--- src/rtl/vector_floating_point_sign_injection_sequencer.sv ---
// Vector floating-point sign-injection sequencer.
// Accepts one vector instruction at a time. It walks the operand register
// file one 64-bit beat per cycle and writes the sign-injected results back.
// Ports:
//   clk, rst                       clock, async active-high reset
//   req_valid/req_ready            instruction handshake
//   req_execution_vector           sign_injection_mode + bit_mode
//   req_vs2/vs1/vd_base, req_vl    operand base beat addresses, element count
//   rf_rd_*                        read strobe/addresses; data returns a cycle later
//   rf_wr_*                        write strobe/address/data/32-bit lane mask
//   busy, done, done_error         status; done_error qualifies done

package vfp_sgnj_pkg;
  localparam logic [1:0] SGNJ_VS1 = 2'd0;  // take sign of vs1
  localparam logic [1:0] SGNJ_NEG = 2'd1;  // take inverted sign of vs1
  localparam logic [1:0] SGNJ_XOR = 2'd2;  // sign(vs2) ^ sign(vs1)
  localparam logic [1:0] BM_32    = 2'd1;  // two fp32 lanes per beat
  localparam logic [1:0] BM_64    = 2'd2;  // one fp64 element per beat

  typedef struct packed {
    logic [1:0] sign_injection_mode;
    logic [1:0] bit_mode;
  } execution_vector_t;
endpackage

// Combinational sign injection on one 64-bit beat. vd keeps vs2's magnitude
// and exponent and replaces only the sign bit(s).
module vector_floating_point_sign_injection_unit
  import vfp_sgnj_pkg::*;
(
  input  execution_vector_t execution_vector,
  input  logic [63:0]       vs2,
  input  logic [63:0]       vs1,
  output logic [63:0]       vd
);
  function automatic logic inj(input logic [1:0] mode, input logic s2, input logic s1);
    case (mode)
      SGNJ_VS1: inj = s1;
      SGNJ_NEG: inj = ~s1;
      SGNJ_XOR: inj = s2 ^ s1;
      default:  inj = s2;
    endcase
  endfunction

  always_comb begin
    vd = vs2;
    case (execution_vector.bit_mode)
      BM_64: vd[63] = inj(execution_vector.sign_injection_mode, vs2[63], vs1[63]);
      BM_32: begin
        vd[63] = inj(execution_vector.sign_injection_mode, vs2[63], vs1[63]);
        vd[31] = inj(execution_vector.sign_injection_mode, vs2[31], vs1[31]);
      end
      default: vd = vs2;
    endcase
  end
endmodule

module vector_floating_point_sign_injection_sequencer
  import vfp_sgnj_pkg::*;
#(
  parameter int ADDR_WIDTH = 5,
  parameter int VL_WIDTH   = 6
) (
  input  logic                  clk,
  input  logic                  rst,
  input  logic                  req_valid,
  output logic                  req_ready,
  input  execution_vector_t     req_execution_vector,
  input  logic [ADDR_WIDTH-1:0] req_vs2_base,
  input  logic [ADDR_WIDTH-1:0] req_vs1_base,
  input  logic [ADDR_WIDTH-1:0] req_vd_base,
  input  logic [VL_WIDTH-1:0]   req_vl,
  output logic                  rf_rd_en,
  output logic [ADDR_WIDTH-1:0] rf_rd_addr_vs2,
  output logic [ADDR_WIDTH-1:0] rf_rd_addr_vs1,
  input  logic [63:0]           rf_rd_data_vs2,
  input  logic [63:0]           rf_rd_data_vs1,
  output logic                  rf_wr_en,
  output logic [ADDR_WIDTH-1:0] rf_wr_addr,
  output logic [63:0]           rf_wr_data,
  output logic [1:0]            rf_wr_lane_mask,
  output logic                  busy,
  output logic                  done,
  output logic                  done_error
);
  localparam logic [1:0] S_IDLE  = 2'd0;
  localparam logic [1:0] S_RUN   = 2'd1;
  localparam logic [1:0] S_DRAIN = 2'd2;
  localparam logic [1:0] S_DONE  = 2'd3;

  logic [1:0]            state_q, state_d;
  logic [VL_WIDTH-1:0]   cnt_q, cnt_d;
  logic [VL_WIDTH-1:0]   beats_q, beats_d;
  logic [ADDR_WIDTH-1:0] vs2_base_q, vs1_base_q, vd_base_q;
  execution_vector_t     ev_q;
  logic                  odd32_q, err_q;
  logic                  wr_en_q;
  logic [ADDR_WIDTH-1:0] wr_addr_q;
  logic [1:0]            mask_q, mask_d;
  logic                  hs, mode_ok, last_beat;
  logic [63:0]           unit_vd;

  assign hs        = req_valid & req_ready;
  assign mode_ok   = (req_execution_vector.sign_injection_mode inside {SGNJ_VS1, SGNJ_NEG, SGNJ_XOR}) &&
                     (req_execution_vector.bit_mode inside {BM_32, BM_64});
  assign last_beat = (cnt_q == beats_q - VL_WIDTH'(1));

  always_comb begin
    // 32-bit mode packs two elements per beat: ceil(vl/2).
    beats_d = (req_execution_vector.bit_mode == BM_64) ? req_vl :
              VL_WIDTH'(({1'b0, req_vl} + (VL_WIDTH+1)'(1)) >> 1);
    state_d = state_q;
    cnt_d   = cnt_q;
    case (state_q)
      S_IDLE: if (hs) begin
        cnt_d   = '0;
        state_d = (!mode_ok || req_vl == '0) ? S_DONE : S_RUN;
      end
      S_RUN: begin
        cnt_d = cnt_q + VL_WIDTH'(1);
        if (last_beat) state_d = S_DRAIN;
      end
      S_DRAIN: state_d = S_DONE;
      default: state_d = S_IDLE;
    endcase
    // Odd vl in 32-bit mode leaves the upper lane of the final beat empty.
    mask_d = '0;
    if (state_q == S_RUN) mask_d = (last_beat && odd32_q) ? 2'b01 : 2'b11;
  end

  always_ff @(posedge clk or posedge rst) begin
    if (rst) begin
      state_q    <= S_IDLE;
      cnt_q      <= '0;
      beats_q    <= '0;
      vs2_base_q <= '0;
      vs1_base_q <= '0;
      vd_base_q  <= '0;
      ev_q       <= '0;
      odd32_q    <= 1'b0;
      err_q      <= 1'b0;
      wr_en_q    <= 1'b0;
      wr_addr_q  <= '0;
      mask_q     <= '0;
    end else begin
      state_q   <= state_d;
      cnt_q     <= cnt_d;
      wr_en_q   <= rf_rd_en;
      wr_addr_q <= vd_base_q + ADDR_WIDTH'(cnt_q);
      mask_q    <= mask_d;
      if (hs) begin
        beats_q    <= beats_d;
        vs2_base_q <= req_vs2_base;
        vs1_base_q <= req_vs1_base;
        vd_base_q  <= req_vd_base;
        ev_q       <= req_execution_vector;
        odd32_q    <= (req_execution_vector.bit_mode == BM_32) & req_vl[0];
        err_q      <= ~mode_ok;
      end
    end
  end

  vector_floating_point_sign_injection_unit u_unit (
    .execution_vector (ev_q),
    .vs2              (rf_rd_data_vs2),
    .vs1              (rf_rd_data_vs1),
    .vd               (unit_vd)
  );

  assign req_ready       = (state_q == S_IDLE);
  assign busy            = (state_q != S_IDLE);
  assign done            = (state_q == S_DONE);
  assign done_error      = done & err_q;
  assign rf_rd_en        = (state_q == S_RUN);
  assign rf_rd_addr_vs2  = vs2_base_q + ADDR_WIDTH'(cnt_q);
  assign rf_rd_addr_vs1  = vs1_base_q + ADDR_WIDTH'(cnt_q);
  assign rf_wr_en        = wr_en_q;
  assign rf_wr_addr      = wr_addr_q;
  // Gated so an undriven register file never leaks X onto the write bus.
  assign rf_wr_data      = wr_en_q ? unit_vd : '0;
  assign rf_wr_lane_mask = mask_q;
endmodule
--- config.mk ---
export PLATFORM = sky130hd
export DESIGN_NAME = vector_floating_point_sign_injection_sequencer
export DESIGN_NICKNAME = d
export VERILOG_FILES = /design/src/rtl/vector_floating_point_sign_injection_sequencer.sv
export SDC_FILE = /design/constraint.sdc
export NUM_CORES = 1
export LEC_CHECK = 0
export ABC_AREA = 1
export CORE_ASPECT_RATIO = 0.5
export CORE_MARGIN = 5
export CORE_UTILIZATION = 36
export DETAILED_ROUTE_END_ITERATION = 12
export GPL_ROUTABILITY_DRIVEN = 0
export PLACE_DENSITY = 0.93
export SLEW_MARGIN = 0
export SYNTH_ARGS = -nofsm -noshare
export SYNTH_HDL_FRONTEND = slang
export SYNTH_SLANG_ARGS = --single-unit
--- constraint.sdc ---
create_clock -name clk -period 5.45 [get_ports clk]
set_input_delay 1.09 -clock clk [delete_from_list [all_inputs] [get_ports clk]]
set_output_delay 1.09 -clock clk [all_outputs]
set_load 0.01 [all_outputs]
## Word level (Yosys, flattened, before mapping)

Cells that the tools add are included.

| operators by class | value |
|---|---|
| reduce and logical (&&, ||, !) cells | 15 |
| multiplexer cells | 14 |
| equality and inequality tests | 14 |
| $add $sub $neg | 6 |
| bitwise gates (word level) | 8 |

Operator list:

| kind | number |
|---|---|
| 64-bit two-way mux | 1 |
| 5-bit adder | 3 |
| 2-bit == test, second input constant | 6 |
| 6-bit two-way mux | 2 |
| 6-bit case mux with 2 select lines | 1 |
| 2-bit by 1-bit == test with 1-bit output, second input constant | 5 |
| 2-bit two-way mux | 5 |
| 6-bit by 1-bit adder with 7-bit output, second input constant | 1 |
| 6-bit by 1-bit adder with 6-bit output, second input constant | 1 |
| 6-bit == test | 1 |
| 2-bit logical NOT | 3 |
| 6-bit logical NOT | 1 |
| 1-bit case mux with 3 select lines | 2 |
| 2-bit case mux with 3 select lines | 1 |
| 2-bit nonzero test | 3 |
| 6-bit by 1-bit subtractor with 6-bit output, second input constant | 1 |
| 2-bit by 1-bit != test with 1-bit output, second input constant | 2 |
| 2-bit AND reduction | 2 |
| 1-bit AND | 3 |
| 1-bit inverter | 3 |
| 3-bit nonzero test | 1 |
| 1-bit logical AND | 2 |
| 1-bit two-way mux | 2 |
| 2-bit OR reduction | 1 |
| other kinds (3) | 4 |

| word-level totals | value |
|---|---|
| register bits | 43 |
| output and inout port bits | 87 |
| logic and storage cells | 70 |
| input bits | 156 |

## Longest topological paths before layout

Gate-level depths: netlist of run 1.

| logic depth | value |
|---|---|
| depth after elaboration | 8 |
| depth in mapped cells | 13 |
| mapped depth without buffers | 13 |

## Hierarchy

A second synthesis of run 1 with hierarchy kept.

| second synthesis, totals | value |
|---|---|
| cells, all modules | 522 |
| area total of the unflattened synthesis | 3558.4 µm² |

By module, submodules not included:

| module | seq. area each (µm²) | cells each | area an instance (µm²) | instances |
|---|---|---|---|---|
| vector_floating_point_sign_injection_sequencer | 1051.0 | 433 | 2972.9 | 1 |
| vector_floating_point_sign_injection_unit | 0.0 | 89 | 585.6 | 1 |

## Least setup slack after synthesis of run 1

Ideal clock, no wire load.

| timing | value |
|---|---|
| kind | input -> output |
| start | in rf_rd_data_vs1[31] |
| end | out rf_wr_data[31] |
| data required time | 4360 ps |
| stages on the path | 3 |
| slack | 2787 ps |
| buffers on the path | 0 |
| arrival time | 1573 ps |
| cells stage by stage | o21ai_0 > o21ai_0 > a21oi_1 |

| on the way | value |
|---|---|
| word-level cells in the longest chain between the ends | 4 |
| elaborated cells between the ends (all ways) | 5 |
| those cells by class | mux: 3; bitwise: 2 |

RTL lines:

| element | RTL line | text |
|---|---|---|
| from (decl) | 77 | `input logic [63:0] rf_rd_data_vs1,` |
| 1-bit bitwise XOR or 1-bit inverter (tied branches) | 40, 39 |  |
| 1-bit case mux with 3 select lines * | 37 | `case (mode)` |
| 1-bit two-way mux * | 47 | `case (execution_vector.bit_mode)` |
| 64-bit two-way mux * | 180 | `assign rf_wr_data = wr_en_q ? unit_vd : '0;` |
| to (decl) | 80 | `output logic [63:0] rf_wr_data,` |

Mark *: on every way between the ends. The rest lies on a longest branch, timed or not.

## Worst setup path after layout of run 1

| timing | value |
|---|---|
| start | in rf_rd_data_vs1[63] |
| end | out rf_wr_data[63] |

| on the way | value |
|---|---|
| word-level cells in the longest chain between the ends | 4 |
| elaborated cells between the ends (all ways) | 5 |
| those cells by class | mux: 3; bitwise: 2 |

RTL lines:

| element | RTL line |
|---|---|
| 1-bit bitwise XOR or 1-bit inverter (tied branches) | 40, 39 |
| 1-bit case mux with 3 select lines * | 37 |
| 1-bit two-way mux * | - |
| 64-bit two-way mux * | 180 |

Marks and branches as above.

==> results of run 1 <==
## worst max-delay path, delay by kind of cell
kind                   cells  cell delay (ns)
AO/OA/AOI/OAI              4             0.44
buffers and inverters      2             1.06
## registers in the layout, summed over array words and instances, names as in the netlist
name,count
beats_q,6
state_q,2
vs1_base_q,5
ev_q,4
vd_base_q,5
vs2_base_q,5
cnt_q,6
rf_wr_addr,5
rf_wr_lane_mask,2
odd32_q,1
err_q,1
## Yosys cell counts
cell type	number	area share, %
dfrtp_1	42	35
a2bb2oi_1	1	0.29
xor2_1	7	2.0
or2_2	2	0.41
nor4_1	1	0.21
nor3_1	4	0.66
buf_2	2	0.33
clkbuf_1	10	1.2
o22ai_1	2	0.41
nor2_2	2	0.41
nand2_1	171	21
inv_1	96	12
nor2_1	13	1.6
a21oi_1	21	3.5
ha_1	23	9.5
o21ai_0	21	3.5
nand2_2	2	0.41
buf_4	2	0.50
a22oi_1	2	0.50
xnor2_1	6	1.7
nand3_1	15	2.5
o21a_1	1	0.25
inv_2	1	0.12
o21ai_2	1	0.29
fa_1	3	2.0
## worst paths after layout
kind | startpoint | depth (start not counted) | endpoint | slack, ns
worst max register to register | state_q[0] | 6 | beats_q[0] | 3.05
max in group asynchronous | rst | 3 | rf_wr_lane_mask[0] | 3.83
worst min-delay path | vs1_base_q[0] | 2 | vs1_base_q[0] | 0.48
worst min register to register | vs1_base_q[0] | 2 | vs1_base_q[0] | 0.48
worst max-delay path | rf_rd_data_vs1[63] | 6 | rf_wr_data[63] | 1.77
min in group asynchronous | rst | 3 | cnt_q[4] | 1.24
## layer usage
| metal | global-route usage (%) | vias to the layer above | wire (um) |
|---|---|---|---|
| li1 | - | 1695 | - |
| met4 | 4.94 | 0 | 167 |
| met2 | 36.3 | 109 | 5550 |
| met3 | 3.30 | 16 | 489 |
| met5 | 0 | - | 0 |
| met1 | 22.5 | 1494 | 4200 |
## stage by stage
step | std cells | hold WS [ns]
2_1_floorplan | 451 | 0.436
3_3_place_gp | 730 | 0.467
3_5_place_dp | 730 | 0.473
6_report | 738 | 0.483
5_1_grt | 738 | 0.510
4_1_cts | 738 | 0.488
## cells by family (layout without fill, tap and decap cells)
group                    after synthesis  after routing  share of synthesized area [%]
AND/OR/NAND/NOR                      210            210                           27.4
XOR/XNOR                              13             13                           3.76
adder cells (fa/ha/maj)               26             26                           11.5
AO/OA/AOI/OAI                         49             49                           8.67
buffers and inverters                111            286                           14.1
flip-flops                            42             42                           34.7
## cells in the final DEF (no fill, tap or decap)
cell,count
o22ai_1,2
nand3_1,15
o21a_1,1
nand2_1,171
nor2_2,2
nand2_2,2
a22oi_1,2
inv_2,1
or2_2,2
dfrtp_1,41
dfrtp_2,1
o21ai_0,21
clkinv_2,1
a21oi_1,21
xnor2_1,6
fa_1,3
o21ai_2,1
nor4_1,1
clkbuf_16,5
clkbuf_8,1
inv_1,96
buf_4,1
a2bb2oi_1,1
nor3_1,4
ha_1,23
nor2_1,13
xor2_1,7
clkdlybuf4s50_1,180
clkbuf_1,1
## cell type report
type / instances / area [um^2]
clock buffer: 7 / 143
clock inverter: 1 / 5.00
fill: 654 / 3050
inverter: 97 / 364
multi-input combinational: 298 / 1550
sequential: 42 / 1050
tap: 112 / 140
timing repair buffer: 181 / 1810
## power groups by stage
stage          combinational, W  sequential (W)  clock, W
6_report                0.00141        0.000615  0.000294
5_1_grt                 0.00156        0.000639  0.000310
4_1_cts                 0.00142        0.000613  0.000299
3_5_place_dp            0.00140        0.000616         0
3_3_place_gp            0.00136        0.000608         0
2_1_floorplan          0.000769        0.000542         0
==> results.toml, run 1 <==
[route]
drt-wirelength-per-cell_um = 14.1
antenna_left = 0
via_per_inst = 4.49
detail_route.iter0.violations = 229
wirelength_mm = 10.4
via_count = 3314
drt-pass1-iter-count = 4
detail_route.drc_violations = 0

[timing]
final_slew_violations = 0
portion_of_the_clock_cycle_consumed_by_the_worst_path_in_the_final_layout_pct = 67.5
hold_viol = 0
max_slew.worst_pin.slew_ns = 1.01
fmax_mhz = 272
skew_ns = 0.00329
finalSetupViolCount = 0
final.setup.tns_ns = 0
worst_case_headroom_to_the_max_slew_limit_pct = 32.5
grt_setup_unrepaired = "no"
timing.final.ws_setup_ns = 1.77
fin_crit_ns = 3.68

[power_and_ir_drop]
leakage_nw = 2.77
vdd_ir_drop_max_v = 0.000174
p_sw_share_pct = 41.6
share_comb_of_total_power_pct = 60.8
power.density_nw_per_um2 = 457
clockPowerShare_pct = 12.7
switching_power_w = 0.000965
power.internal_w = 0.00135
report.power.total_w = 0.00232
power_frac_seq_pct = 26.5

[yosys]
count_of_yosys_warnings_during_synthesis = 0
synthesis.area_per_instance_um2 = 6.72
yosysSeqAreaShare_pct = 34.7
register_bit_total_from_synthesis = 42
syn-num-nets = 633
synth.lib_cells_used.distinct = 25
netlist_area_before_placement_um2 = 3030
postSynthCellCount = 451

[clock_network]
number_of_buffers_inserted_during_clock_tree_synthesis = 5
cts_buffer_depth = 2
clock-sinks = 42
post-cts-setup-buffer-count = 0
h-tree-depth = 2
tritoncts = "done"
path_clk_slew_ns = 0.06
clock_insertion_delay_worst_skew_ns = 0.28
post_cts_hold_buffer_count = 0
ctsResizeCount = 0
cts.root.buffer_cell = "clkbuf_16"

[worst_setup_path]
startpoint_type = "primary input"
critical_path_arrival_ns = 2.59
end_kind = "primary output"
critical_path.max_stage_delay_ns = 0.56
path_cells = "clkdlybuf4s50_1, a21oi_1, o21ai_0, o21ai_0, a21oi_1, clkdlybuf4s50_1"
cp_data_required_time_ns = 4.36
timing.critical_path.slowest_stage_cell = "clkdlybuf4s50_1"
critPathMaxFanout = 2
setup.worst_path.class = "primary input to primary output"

[hold_path]
hp-class = "flop to flop"

[cells_and_area]
postLayoutCoreUtil_pct = 62.4
final_nets = 807
post_route_cells_drive_above_1_share_pct = 2.72
antenna_cells = 0
signed_area_change_from_the_synthesized_netlist_to_the_final_layout_pct = 67.1
post-route-cell-area_um2 = 5070

[floorplan]
core_region_area_um2 = 8120
initial_core_util_pct = 37.4
fp.dieArea_um2 = 10500
number_of_rows_in_the_core_area = 23
chipWidth_um = 140
boundaryPins = 243
die_height_um = 74.9

[global_route]
grt_remaining_overflow = 0
initial_antenna_violation_count = 0
first_global_vias = 3191
grt_first_pass_wirelength_mm = 15.9
globalRouteTotalUtil_pct = 18.9
grt_start_max_net_pins = 67

[placement]
portBuffers = 180
post-place-ws_ns = 1.80
dpl.hpwl_mm = 8.44
dpl-instance-area_um2 = 4920

[run]
cap_viol_max_count = 0

[run_status]
status = "complete, no violations"
(Power assumes the default switching activity.)
==> run 2: changes to the inputs <==
Settings changed: CORE_UTILIZATION 36 to 30, PLACE_DENSITY 0.93 to 0.83.
Clock period 5.45 ns to 3.2 ns, I/O delays scaled along.
==> run 2 against run 1 <==
Critical path depth stayed put. Combinational power is 77% higher. Register-to-register slack worse by 2.0 ns. Via count is 0.39% higher. Cell area is 1.7% higher. Non-clock buffer count is 5 higher. Clock skew is 0.0053 ns higher. Count of clock-buffer cells in the layout is 1 lower. Power is 75% higher.
==> results.toml, run 2 (synthesis results as in run 1) <==
[run_status]
status = "complete, no violations"

[route]
via_count = 3327
detail_route.iter0.violations = 125
antenna_left = 0
wirelength_mm = 10.7
via_per_inst = 4.34
drt-wirelength-per-cell_um = 14.0
drt-pass1-iter-count = 4
detail_route.drc_violations = 0

[global_route]
grt_first_pass_wirelength_mm = 16.8
initial_antenna_violation_count = 0
first_global_vias = 3356
grt_start_max_net_pins = 43
grt_remaining_overflow = 0
globalRouteTotalUtil_pct = 16.7

[clock_network]
h-tree-depth = 2
cts_buffer_depth = 2
tritoncts = "done"
clock_insertion_delay_worst_skew_ns = 0.29
post-cts-setup-buffer-count = 0
clock-sinks = 42
cts.root.buffer_cell = "clkbuf_16"
number_of_buffers_inserted_during_clock_tree_synthesis = 5
path_clk_slew_ns = 0.06

[timing]
portion_of_the_clock_cycle_consumed_by_the_worst_path_in_the_final_layout_pct = 96.1
final.setup.tns_ns = 0
max_slew.worst_pin.slew_ns = 0.536
grt_setup_unrepaired = "no"
finalSetupViolCount = 0
worst_case_headroom_to_the_max_slew_limit_pct = 64.2
fmax_mhz = 325
skew_ns = 0.00860
fin_crit_ns = 3.07
final_slew_violations = 0
hold_viol = 0

[floorplan]
die_height_um = 81.1
boundaryPins = 243
initial_core_util_pct = 31.5
chipWidth_um = 152
fp.dieArea_um2 = 12300
core_region_area_um2 = 9630
number_of_rows_in_the_core_area = 25

[worst_setup_path]
cp_data_required_time_ns = 2.56
end_kind = "primary output"
r2r_slack_ns = 1.09
critPathMaxFanout = 6
cp-startpoint = "cnt_q[0]"
setup.worst_path.class = "flop to primary output"
startpoint_type = "flop"
r2r-start = "state_q[1]"
critical_path_arrival_ns = 2.43

[power_and_ir_drop]
vdd_ir_drop_max_v = 0.000300
power.density_nw_per_um2 = 786
leakage_nw = 2.80

[hold_path]
hp-class = "flop to flop"
hold_path.startpoint = "vs2_base_q[0]"

[cells_and_area]
reg.largest.list = "beats_q: 6 flops, cnt_q: 6 flops"
antenna_cells = 0
signed_area_change_from_the_synthesized_netlist_to_the_final_layout_pct = 70.0
post_route_cells_drive_above_1_share_pct = 3.65
final_common_cell = "clkdlybuf4s50_1"
postLayoutCoreUtil_pct = 53.5
most-common-layout-cells = "clkdlybuf4s50_1 (180), nand2_1 (171), inv_1 (96)"
final_nets = 812

[placement]
dpl.hpwl_mm = 8.91
portBuffers = 180

[run]
cap_viol_max_count = 0
## run 2: final timing paths
kind,to,depth (start not counted)
hold / removal,vs2_base_q[0],2
min in group asynchronous,odd32_q,3
max in group asynchronous,cnt_q[0],3
hold reg to reg,vs2_base_q[0],2
setup reg to reg,cnt_q[4],10
setup / recovery,rf_rd_addr_vs2[4],6
## run 2: what timing repair did
action	4_1_cts	5_1_grt
gates resized for setup	0	1
endpoints found under the setup margin	0	1
hold buffers	0	0
## run 2: area by class of cell
cell class,count,area (um^2)
timing repair buffer,186,1850
clock inverter,2,37.5
sequential,42,1050
clock buffer,6,129
tap,135,169
fill,913,4480
multi-input combinational,298,1550
inverter,97,364
## run 2: where the power goes
part	leakage (nW)	internal [W]	switching [W]
clock network	0.0771	0.000368	0.000207
logic	2.20	0.00125	0.00126
registers	0.523	0.000768	0.000204
## run 2: routing by layer
metal | vias to the layer above | GRT usage (%) | share of wire [%]
met1 | 1517 | 20.4 | 42
met4 | 0 | 4.48 | 2.4
met5 | - | 0 | 0
met2 | 84 | 30.8 | 52
met3 | 26 | 3.19 | 4.1
li1 | 1700 | - | -
## run 2: critical path, cell delays in order, from the launching register on
cell	delay (ns)
dfrtp_2	0.45
ha_1	0.20
inv_1	0.06
fa_1	0.40
o21ai_0	0.27
xor2_1	0.20
clkdlybuf4s50_1	0.57
## run 2: per-stage QoR
step	cells	area, um^2	setup WS [ns]	hold WS, ns	power (W)
after floorplan	451	3030	1.03	0.436	0.00223
after global placement	758	4990	0.424	0.462	0.00341
after detailed placement	758	4990	0.359	0.470	0.00349
after CTS	766	5150	0.0320	0.490	0.00409
after global routing	766	5150	0.0512	0.510	0.00439
final	766	5150	0.126	0.487	0.00405
==> run 3: changes to the inputs <==
Settings changed: CTS_CLUSTER_DIAMETER set to 50.
==> results of run 3 <==
Same layout as run 2: the final DEF is identical, and so are final timing and power.
